### config.mk
export PLATFORM = sky130hd
export DESIGN_NAME = hazard_ctrl
export DESIGN_NICKNAME = d
export VERILOG_FILES = /design/src/rtl/hazard_ctrl.sv
export SDC_FILE = /design/constraint.sdc
export NUM_CORES = 1
export LEC_CHECK = 0
export CORE_MARGIN = 3
export CORE_UTILIZATION = 33
export CTS_CLUSTER_DIAMETER = 120
export DETAILED_ROUTE_END_ITERATION = 10
export PLACE_DENSITY = 0.77
export SYNTH_ARGS = -nofsm -noshare
export SYNTH_HDL_FRONTEND = slang
export SYNTH_SLANG_ARGS = --single-unit
### constraint.sdc
create_clock -name clk -period 2.15 [get_ports clk]
set_clock_uncertainty 0.15 [all_clocks]
set_input_delay 0.43 -clock clk [delete_from_list [all_inputs] [get_ports clk]]
set_output_delay 0.43 -clock clk [all_outputs]
set_load 0.03 [all_outputs]
### src/rtl/hazard_ctrl.sv
//==============================================================================
// Module   : hazard_ctrl
// Brief    : Load-use / mult-div / flush hazard control for the 5-stage MIPS core.
// Revision : 1.0
//==============================================================================
`default_nettype none

module hazard_ctrl #(
    parameter int MULT_LAT = 5,
    parameter int DIV_LAT  = 10,
    parameter int CNT_W    = 16
) (
    input  logic             clk,
    input  logic             rst,
    input  logic [31:0]      instr_d,
    input  logic [31:0]      instr_e,
    input  logic             flush_d,
    output logic             we_f,
    output logic             we_d,
    output logic             clear_d,
    output logic             clear_e,
    output logic             md_busy,
    output logic [CNT_W-1:0] stall_cnt
);

    localparam int MAX_LAT = (MULT_LAT > DIV_LAT) ? MULT_LAT : DIV_LAT;
    localparam int MD_W    = $clog2(MAX_LAT + 1);

    logic [MD_W-1:0]  md_cnt_q, md_cnt_d;
    logic [CNT_W-1:0] stall_cnt_q, stall_cnt_d;

    logic [5:0] op_d, op_e, funct_d, funct_e;
    logic [4:0] rs_d, rt_d, rt_e;
    logic       load_e, uses_rt_d, md_op_d, md_op_e, md_div_e;
    logic       hilo_op_d, lu_hazard, md_hazard, stall;
    logic       unused_bits;

    assign op_d    = instr_d[31:26];
    assign rs_d    = instr_d[25:21];
    assign rt_d    = instr_d[20:16];
    assign funct_d = instr_d[5:0];
    assign op_e    = instr_e[31:26];
    assign rt_e    = instr_e[20:16];
    assign funct_e = instr_e[5:0];

    assign unused_bits = ^{instr_d[15:6], instr_e[25:21], instr_e[15:6]};

    always_comb begin
        load_e = 1'b0;
        case (op_e)
            6'h20, 6'h21, 6'h23, 6'h24, 6'h25: load_e = (rt_e != 5'd0);
            default:                           load_e = 1'b0;
        endcase

        uses_rt_d = 1'b0;
        case (op_d)
            6'h00, 6'h04, 6'h05, 6'h28, 6'h29, 6'h2B: uses_rt_d = 1'b1;
            default:                                  uses_rt_d = 1'b0;
        endcase
    end

    // funct 0x18..0x1B: bit 1 separates div (0x1A/0x1B) from mult (0x18/0x19)
    assign md_op_d   = (op_d == 6'h00) && (funct_d[5:2] == 4'b0110);
    assign md_op_e   = (op_e == 6'h00) && (funct_e[5:2] == 4'b0110);
    assign md_div_e  = funct_e[1];
    assign hilo_op_d = ((op_d == 6'h00) && (funct_d[5:2] == 4'b0100)) || md_op_d;

    // rs is compared regardless of instruction format, conservatively
    assign lu_hazard = load_e && ((rs_d == rt_e) || (uses_rt_d && (rt_d == rt_e)));
    assign md_busy   = (md_cnt_q != '0);
    assign md_hazard = md_busy && hilo_op_d;
    assign stall     = (lu_hazard || md_hazard) && !flush_d;

    assign we_f      = !stall;
    assign we_d      = !stall;
    assign clear_e   = stall;
    assign clear_d   = flush_d;
    assign stall_cnt = stall_cnt_q;

    always_comb begin
        md_cnt_d = md_cnt_q;
        if (md_op_e && !md_busy)
            md_cnt_d = md_div_e ? MD_W'(DIV_LAT) : MD_W'(MULT_LAT);
        else if (md_busy)
            md_cnt_d = md_cnt_q - MD_W'(1);

        stall_cnt_d = stall_cnt_q;
        if (stall && (stall_cnt_q != '1))
            stall_cnt_d = stall_cnt_q + CNT_W'(1);
    end

    always_ff @(posedge clk or negedge rst) begin
        if (!rst) begin
            md_cnt_q    <= '0;
            stall_cnt_q <= '0;
        end else begin
            md_cnt_q    <= md_cnt_d;
            stall_cnt_q <= stall_cnt_d;
        end
    end

endmodule

`default_nettype wire
; Word level (Yosys, flattened, before mapping)
; Cells that the tools add are included.
[word_totals]
reg_bits = 20
output_inout_bits = 21
in_bits = 67
[op_classes]
n_addsub = 2
n_eq_ne = 16
mux = 5
n_reduce_logical = 22
[ops]
columns = operator, n
row1 = $eq 6x6->1 const B, 8
row2 = $add 16x1->16 const B, 1
row3 = $ne 16x16->1 const B, 1
row4 = $eq 4x3->1 const B, 3
row5 = $eq 6x3->1 const B, 2
row6 = $logic_not 6->1, 2
row7 = $mux 4, 3
row8 = $eq 5x5->1, 2
row9 = $logic_and 1x1->1, 9
row10 = $reduce_or 6->1, 1
row11 = $reduce_bool 5->1, 1
row12 = $reduce_or 5->1, 1
row13 = $reduce_bool 4->1, 1
row14 = $sub 4x1->4 const B, 1
row15 = $logic_not 1->1, 3
row16 = $logic_or 1x1->1, 3
row17 = $mux 1, 2
row18 = $reduce_bool 2->1, 1

; Longest topological paths before layout
; Gate-level depths: netlist of the first run.
[logic_depth]
word_depth = 9
ltp_mapped = 11
mapped_depth_nobuf = 10

; Least setup slack after synthesis of the first run
; OpenSTA, ideal clock, no wires.
[synth_timing]
kind = register to register
startpoint = register md_cnt_q[0]
endpoint = register stall_cnt_q[1], in the netlist stall_cnt[1]
n_path_buf = 1
stages_incl_launch_ff = 12
setup_slack_ns = -0.312
setup_ns = 0.125
period_less_slack_ns = 2.462
t_arrival_ns = 2.187
cell_sequence = dfrtp_1 -> inv_1 -> ha_1 -> or3b_1 -> buf_2 -> nand4_2 -> o31a_2 -> nor2_2 -> nand2_4 -> inv_4 -> and2_4 -> mux2_4
[synth_between]
elab_chain_cells = 5
[synth_rtl]
columns = item, line_no
row1 = start: declaration, 29  ; logic [MD_W-1:0] md_cnt_q, md_cnt_d;
row2 = start signal: assignment, 97  ; md_cnt_q <= md_cnt_d;
row3 = $reduce_bool 4->1, 70  ; assign md_busy = (md_cnt_q != '0);
row4 = net md_busy, 22  ; output logic md_busy,
row5 = $logic_and 1x1->1, 71  ; assign md_hazard = md_busy && hilo_op_d;
row6 = $logic_or 1x1->1, 72  ; assign stall = (lu_hazard || md_hazard) && !flush_d;
row7 = $logic_and 1x1->1, 72
row8 = net clear_e, 21  ; output logic clear_e,
row9 = $logic_and 1x1->1, 88  ; if (stall && (stall_cnt_q != '1))
row10 = end signal: assignment, 98  ; stall_cnt_q <= stall_cnt_d;
row11 = end: declaration, 30  ; logic [CNT_W-1:0] stall_cnt_q, stall_cnt_d;
; The timed path passes the listed nets, and every way through them passes these cells.
; A chain may end at the register's enable or synchronous reset.

; Worst setup path after layout of the first run
[layout_timing]
startpoint = register md_cnt_q[0]
endpoint = output clear_e
[layout_between]
elab_chain_cells = 4
[layout_rtl]
columns = item, line_no
row1 = $reduce_bool 4->1, 70
row2 = $logic_and 1x1->1, 71
row3 = $logic_or 1x1->1, 72
row4 = $logic_and 1x1->1, 72
row5 = end: declaration, 21
; Every way passes these cells.

==> results of run 1 <==
cells in the final DEF, fill, tap and decap left out, types with 4 or more instances in the layout:
cell type / netlist / routed
buf_4: 2 / 34
buf_6: 0 / 7
xnor2_1: 18 / 16
nor2_1: 10 / 10
nand4_1: 8 / 8
dlygate4sd2_1: 0 / 15
dfrtp_1: 20 / 18
o31ai_1: 4 / 4
nor3_1: 4 / 4
inv_1: 6 / 4
xor2_1: 5 / 5
nand3_1: 9 / 7
clkdlybuf4s50_1: 0 / 35
nand2_1: 10 / 10
synth_stat cells, types with 2 or more instances:
library cell	number	area, um2
nor4b_1	2	17.52
nand3_1	9	45.04
o31ai_1	4	30.03
nand2_1	10	37.54
a31oi_1	3	18.77
and3_1	3	18.77
nor3_2	2	20.02
a21oi_1	6	30.03
ha_1	3	37.54
xor2_1	5	43.79
nand4_1	8	50.05
and4_1	2	17.52
xnor2_1	18	157.7
nor2_2	2	12.51
nor4_1	3	18.77
buf_4	2	15.01
nor2_1	10	37.54
nor3_1	4	20.02
dfrtp_1	20	500.5
nand3_2	2	20.02
inv_1	6	22.52
timing repair:
item,in CTS,in global routing
resized for setup,33,12
pin swaps,16,8
setup endpoints to repair,13,13
setup buffers,4,5
metal layers:
metal	part of all wire, %	vias to the layer above	track usage, %
met5	0	-	0
li1	-	716	-
met2	50	26	26.97
met3	4.4	5	4.638
met1	45	658	19.00
met4	1.1	0	4.468
how the worst max path moves through the flow:
| stage | slack [ns] | start | depth (start not counted) | end |
|---|---|---|---|---|
| after floorplan | -0.20 | md_cnt_q[0] | 11 | stall_cnt[1] |
| after global placement | -0.45 | instr_e[19] | 8 | clear_e |
| after detailed placement | -0.47 | instr_e[19] | 8 | clear_e |
| after CTS | -0.28 | md_cnt_q[0] | 9 | clear_e |
| after global routing | -0.35 | md_cnt_q[1] | 9 | clear_e |
| final | -0.28 | md_cnt_q[0] | 9 | clear_e |
cells by family (layout without fill, tap and decap cells):
| kind of cell | Yosys count | count (layout) | share of synthesized area (%) |
|---|---|---|---|
| AO/OA/AOI/OAI | 20 | 20 | 10.14 |
| XOR/XNOR | 23 | 23 | 14.98 |
| adder cells (fa/ha/maj) | 3 | 3 | 2.791 |
| buffers and inverters | 11 | 106 | 3.906 |
| flip-flops | 20 | 20 | 37.21 |
| multiplexers | 1 | 1 | 1.116 |
| AND/OR/NAND/NOR | 67 | 67 | 29.86 |
stage by stage:
| stage | hold WS (ns) | setup WS [ns] |
|---|---|---|
| 2_1_floorplan | -0.01559 | -0.2026 |
| 3_3_place_gp | 0.3247 | -0.4549 |
| 3_5_place_dp | 0.3348 | -0.4708 |
| 4_1_cts | 0.3560 | -0.2846 |
| 5_1_grt | 0.3728 | -0.3543 |
| 6_report | 0.3494 | -0.2806 |
worst max-delay path: cells and delay by family, from the launching register on:
| kind | cells | cell delay (ns) |
|---|---|---|
| AND/OR/NAND/NOR | 4 | 0.64 |
| flip-flops | 1 | 0.39 |
| buffers and inverters | 3 | 0.26 |
| AO/OA/AOI/OAI | 1 | 0.16 |
| adder cells (fa/ha/maj) | 1 | 0.14 |
flip-flops by register name, summed over array words and instances (netlist names):
register,count
md_cnt_q,4
stall_cnt,16
where the power goes:
group / internal, mW / leakage [nW] / switching [mW] / total [mW]
sequential: 0.420 / 0.268 / 0.0293 / 0.449
combinational: 0.285 / 0.744 / 0.213 / 0.498
clock: 0.249 / 0.0357 / 0.126 / 0.375
total: 0.954 / 1.05 / 0.368 / 1.32
layout make-up:
type	instances	area (um2)	area share, %
Clock buffer	3	41.29	1.701
Clock inverter	1	30.03	1.237
Inverter	7	33.78	1.392
Multi-Input combinational cell	114	900.9	37.11
Sequential cell	20	503.0	20.72
Tap cell	48	60.06	2.474
Timing Repair Buffer	95	858.3	35.36
==> summary.txt, run 1 <==
Synth
  – Post-Synthesis Cells: 145
  – Top FF cell, synth: dfrtp_1
  – Syn. warnings: 0
  – Register area share after synthesis: 37.21%
  – Synth Area per Inst: 9.276 um2
  – Synth unique cells: 42
  – FFs w/ async S/R, synth: 100.0%
  – Cell area after synthesis: 0.001345 mm2
  – Post-synth EDFFs: 0
  – #FFs+latches synth: 20
  – Syn_nets: 215

Critical path
  – Worst EP arrival: 1.85 ns
  – Crit-path max FO: 3
  – Flop-to-flop setup slack: -0.23 ns
  – Crit-path max cell delay: 0.40 ns
  – Req. time, crit path: 1.57 ns
  – R2R Path End: stall_cnt[1]
  – Worst-path cell chain: inv_2 -> ha_4 -> or3b_4 -> nand4_4 -> o31a_4 -> nor2_4 -> nand2_4 -> inv_8 -> buf_6
  – Worst path slowest cell: or3b_4
  – Kind of end point of the critical path: output port
  – FF-to-FF Start: md_cnt_q[0]
  – Worst Reg-to-Reg Cells: 12
  – Worst setup SP type: flip-flop
  – CP Class: flip-flop to output port

STA
  – Setup TNS: -2.012 ns
  – Pins Over Slew Limit: 0
  – Relative slew margins: between 70% and 80%
  – Final hold violation count: 0
  – Max Freq: 411.4 MHz
  – Tmin final: 2.431 ns
  – RSZ-0062 raised after global routing: true
  – Post-route setup slack: -0.2806 ns
  – Final setup fails: 13
  – Final Cycle Share: 113.1%
  – Worst-margin pin slew: 0.3953 ns

Floorplan
  – Chip Width: roughly 70 um
  – Die Footprint: 0.004878 mm2
  – # IOs: 88
  – Row cnt: 22
  – Die Ht: between 60 and 70 um
  – Core box area: 0.003799 mm2
  – Initial core utilization: 35.41%

Outcome
  – Status: finished, violations left
  – Failing checks: negative setup slack

Global routing
  – Initial antenna violation count: 0
  – First-pass GRT wire length: 6210 um
  – Vias in the first global route: ~1400
  – Total global-route track usage: 15.73%
  – Largest net degree at the start of global routing: 21
  – Remaining global-route overflow: 0

Power and ir drop
  – VDD IR-drop max: 0.3329 mV
  – P_leak: 1.048 nW
  – PwrDens: 544.7 mW/mm2
  – Total power: 1.322 mW

Layout
  – Antenna cells: 0
  – Post-Layout Cell Count: about 290
  – Layout cells sized above 1: 30.42%
  – # nets final: 311
  – Area Growth Syn to Fin: 80.47%
  – Final Cell Area: 0.002427 mm2
  – Fillcell total: 345
  – Core Util, Final: 63.90%

Routing
  – WL final: ~3700 um
  – # DRC: 0
  – DRT antenna net count: 0
  – Drt pass-1 iters: 4
  – Detailed Route Iter0 Violations: 87
  – Vias/cell: 4.878
  – Routed length per placed instance: 13.00 um
  – Total number of vias: 1405

Clocking
  – Clock-pin slew of the registers on the worst-case setup and hold paths: 0.07 ns
  – Worst-Skew Late Latency: ~0.27 ns
  – TritonCTS clock tree: built
  – Root buf cell: clkbuf_8
  – H-tree depth: 1
  – Total CTS buffers: 3
  – CTS Hold Bufs: 0
  – Clk sink count: 20
  – Maximum root-to-sink buffer count: 2

Job
  – Maxcap violations: 0

Placed design
  – Placed standard-cell area: 0.002201 mm2
  – HPWL after DPL: roughly 2900 um
  – Post-Place Cells: 275
  – Count of input and output buffers: 58
  – Routability congestion estimate: 0.8444

Hold path
  – Min-Delay Path Class: primary input to async pin
No activity file was read; power rests on OpenSTA's default activity.
==> run 2, diff against run 1 <==
Settings changed: ABC_AREA from default to 1, CORE_UTILIZATION 33 to 35.
==> run 2 against run 1 <==
Net effect: power is 9.5% lower; clock power is 23% lower; largest cell class unchanged; largest power group unchanged; first-iteration DRC count is 20% higher; critical path type unchanged; via count is 24% higher; the run now ends clean; fmax is 14% higher; synthesized area is 17% higher; sequential power is 1% higher; combinational power is 8.6% lower.
==> summary.txt, run 2 <==
Outcome
  – Status: finished clean

Synth
  – Synth Area per Inst: 6.959 um2 (-25%)
  – Register area share after synthesis: 31.82% (-5.4 points)
  – #FFs+latches synth: 20 (unchanged)
  – Synth cell count leaders: 76 x nand2_1, 25 x inv_1, 20 x dfrtp_1
  – Leading area contributor after synthesis: dfrtp_1
  – Post-Synthesis Cells: 226 (+56%)
  – Most frequent cell after synthesis: nand2_1
  – Syn_nets: 296 (+38%)
  – Syn. warnings: 0 (unchanged)
  – Post-synth EDFFs: 0 (unchanged)
  – FFs w/ async S/R, synth: 100.0% (unchanged)
  – Synth unique cells: 31 (-26%)
  – Top cells by area, synth: dfrtp_1 32%, nand2_1 18%, nand4_1 7.6%, xnor2_1 6.7%, inv_1 6.0%
  – Cell area after synthesis: 0.001573 mm2 (+17%)
  – Top FF cell, synth: dfrtp_1
  – Synth top area share: 31.82% (-5.4 points)

Layout
  – Max FFs per register: 16 (unchanged)
  – Layout cells sized above 1: 21.31% (-9.1 points)
  – Final Cell Area: 0.002409 mm2 (-0.77%)
  – Antenna cells: 0 (unchanged)
  – Area Growth Syn to Fin: 53.14%
  – Post-Layout Cell Count: 355 (+23%)
  – Leading cell type in the layout, fill and taps excluded: nand2_1
  – # nets final: 376 (+21%)
  – Core Util, Final: 57.72% (-6.2 points)
  – Most frequent cells in the layout: 74 x nand2_1, 26 x clkdlybuf4s50_1, 24 x buf_4, 20 x inv_1, 20 x dfrtp_1

Clocking
  – Clk sink count: 20 (unchanged)
  – H-tree depth: 1 (unchanged)
  – Root buf cell: clkbuf_8
  – Total CTS buffers: 3 (unchanged)
  – Maximum root-to-sink buffer count: 2 (unchanged)
  – TritonCTS clock tree: built
  – Clock-pin slew of the registers on the worst-case setup and hold paths: 0.07 ns (about the same)
  – Worst-Skew Late Latency: 0.26 ns (about the same)

Placed design
  – Post-Place Cells: 344 (+25%)
  – Routability congestion estimate: 0.9536 (+13%)
  – Count of input and output buffers: 58 (unchanged)
  – Place WS: -0.3174 ns (+0.1534 ns)
  – Placed standard-cell area: 0.002303 mm2 (+4.7%)
  – HPWL after DPL: 3189 um (+9.7%)

Global routing
  – Initial antenna violation count: 0 (unchanged)
  – Largest net degree at the start of global routing: 21 (unchanged)
  – Total global-route track usage: 16.47% (+0.73 points)
  – First-pass GRT wire length: 7003 um (+13%)
  – Remaining global-route overflow: 0 (unchanged)
  – Vias in the first global route: 1673 (+22%)

Critical path
  – Worst EP arrival: 1.55 ns (-0.30 ns)
  – FF-to-FF Start: stall_cnt[1]
  – Crit path capture: clear_e
  – Kind of end point of the critical path: output port
  – Crit path buffers/inverters: 4 (+1)
  – Critical Path Source: md_cnt_q[1]
  – R2R Path End: stall_cnt[12]
  – CP Class: flip-flop to output port
  – Worst-path cell chain: inv_2 -> ha_4 -> nand2_4 -> nor2_4 -> inv_4 -> nand4_1 -> nand2_2 -> nand2_4 -> inv_2 -> buf_6
  – Flop-to-flop setup slack: 0.20 ns (+0.43 ns)
  – Crit-path max FO: 3 (unchanged)
  – Worst path slowest cell: dfrtp_1
  – Req. time, crit path: 1.57 ns (about the same)
  – Crit-path max cell delay: 0.40 ns (about the same)
  – Worst Reg-to-Reg Cells: 10 (-2)
  – Worst setup SP type: flip-flop
  – Top Family by Delay on Critical Path: simple AND/OR/NAND/NOR gates
  – WP depth: 10 (+1)

Floorplan
  – Initial core utilization: 37.69% (+2.3 points)
  – Chip Width: 73.04 um (+4.6%)
  – Row cnt: 23 (+4.5%)
  – Die Ht: 73.04 um (+4.6%)
  – Core box area: 0.004173 mm2 (+9.8%)
  – Die Footprint: 0.005334 mm2 (+9.4%)
  – # IOs: 88 (unchanged)

STA
  – Post-route setup slack: 0.01962 ns (+0.3002 ns)
  – Setup TNS: 0 ns (+2.012 ns)
  – Max Freq: 469.4 MHz (+14%)
  – RSZ-0062 raised after global routing: true
  – Final hold violation count: 0 (unchanged)
  – Worst-margin pin slew: 0.3574 ns (-0.03788 ns)
  – Final hold slack: 0.3533 ns (+0.003923 ns)
  – Tmin final: 2.130 ns (-0.3002 ns)
  – Final Cycle Share: 99.09% (-14 points)
  – Pins Over Slew Limit: 0 (unchanged)
  – Relative slew margins: 75.95% (+2.4 points)
  – Final setup fails: 0 (-13)

Job
  – Maxcap violations: 0 (unchanged)

Routing
  – # DRC: 0 (unchanged)
  – DRT antenna net count: 0 (unchanged)
  – Vias/cell: 4.910 (+0.64%)
  – Routed length per placed instance: 11.47 um (-12%)
  – WL final: 4071 um (+8.7%)
  – Detailed Route Iter0 Violations: 104 (+20%)
  – Total number of vias: 1743 (+24%)
  – Drt pass-1 iters: 4 (unchanged)

Hold path
  – Min-Delay Path Class: primary input to async pin

Power and ir drop
  – P_leak: 1.248 nW (+19%)
  – Total power: 1.197 mW (-9.5%)
  – VDD IR-drop max: 0.3063 mV (-8.0%)
  – PwrDens: 496.8 mW/mm2 (-8.8%)
## run 2: changes by cell type in the layout (fill, tap and decap cells not counted), moves of 7 or more
cell and delta:
nand2_1 +64, clkbuf_2 +7, clkdlybuf4s50_1 -9, inv_1 +16, buf_4 -10, nand4_1 +11
## run 2: how the worst min path moves through the flow
stage	to	cells after the start	slack, ns
after detailed placement	stall_cnt[3]	2	0.37
after floorplan	md_cnt_q[0]	0	-0.02
after global routing	stall_cnt[6]	2	0.38
final	stall_cnt[6]	2	0.35
after CTS	stall_cnt[6]	2	0.36
after global placement	md_cnt_q[1]	2	0.37
## run 2: kinds of logic (layout without fill, tap and decap cells)
logic type               count (synthesis)  after routing  share of synthesized area (%)
adder cells (fa/ha/maj)                  3              3                          2.387
AND/OR/NAND/NOR                        140            140                          41.93
AO/OA/AOI/OAI                            8              8                          2.943
buffers and inverters                   34            113                          9.228
flip-flops                              20             20                          31.82
XOR/XNOR                                21             21                          11.69
## run 2: layout make-up
type	count	area, um2
Sequential cell	20	500.5
Multi-Input combinational cell	172	985.9
Inverter	28	107.6
Clock buffer	4	55.05
Timing Repair Buffer	81	696.9
Tap cell	50	62.56
Fill cell	384	1764
## run 2: repair_timing
item	in CTS	in global routing
pin swaps	25	23
hold buffers	0	0
gates resized for setup	42	27
endpoints found under the setup margin	4	8
setup buffers	3	4
## run 2: layer usage
layer / track usage (%) / up-vias / wire length (um)
met1: 20.44 / 769 / 1763
met4: 7.992 / 0 / 92
met2: 27.01 / 81 / 1865
met5: 0 / - / 0
li1: - / 883 / -
met3: 3.306 / 10 / 349
## run 2: power breakdown
part | switching (mW) | total, mW | internal (mW)
combinational | 0.218 | 0.455 | 0.236
clock | 0.125 | 0.288 | 0.163
sequential | 0.0335 | 0.454 | 0.420
total | 0.377 | 1.20 | 0.820
==> run 3, diff against run 2 <==
Settings changed: GPL_ROUTABILITY_DRIVEN from default to 0.
==> results of run 3 <==
Same layout as run 2: the final DEF is identical, and so are final timing and power.
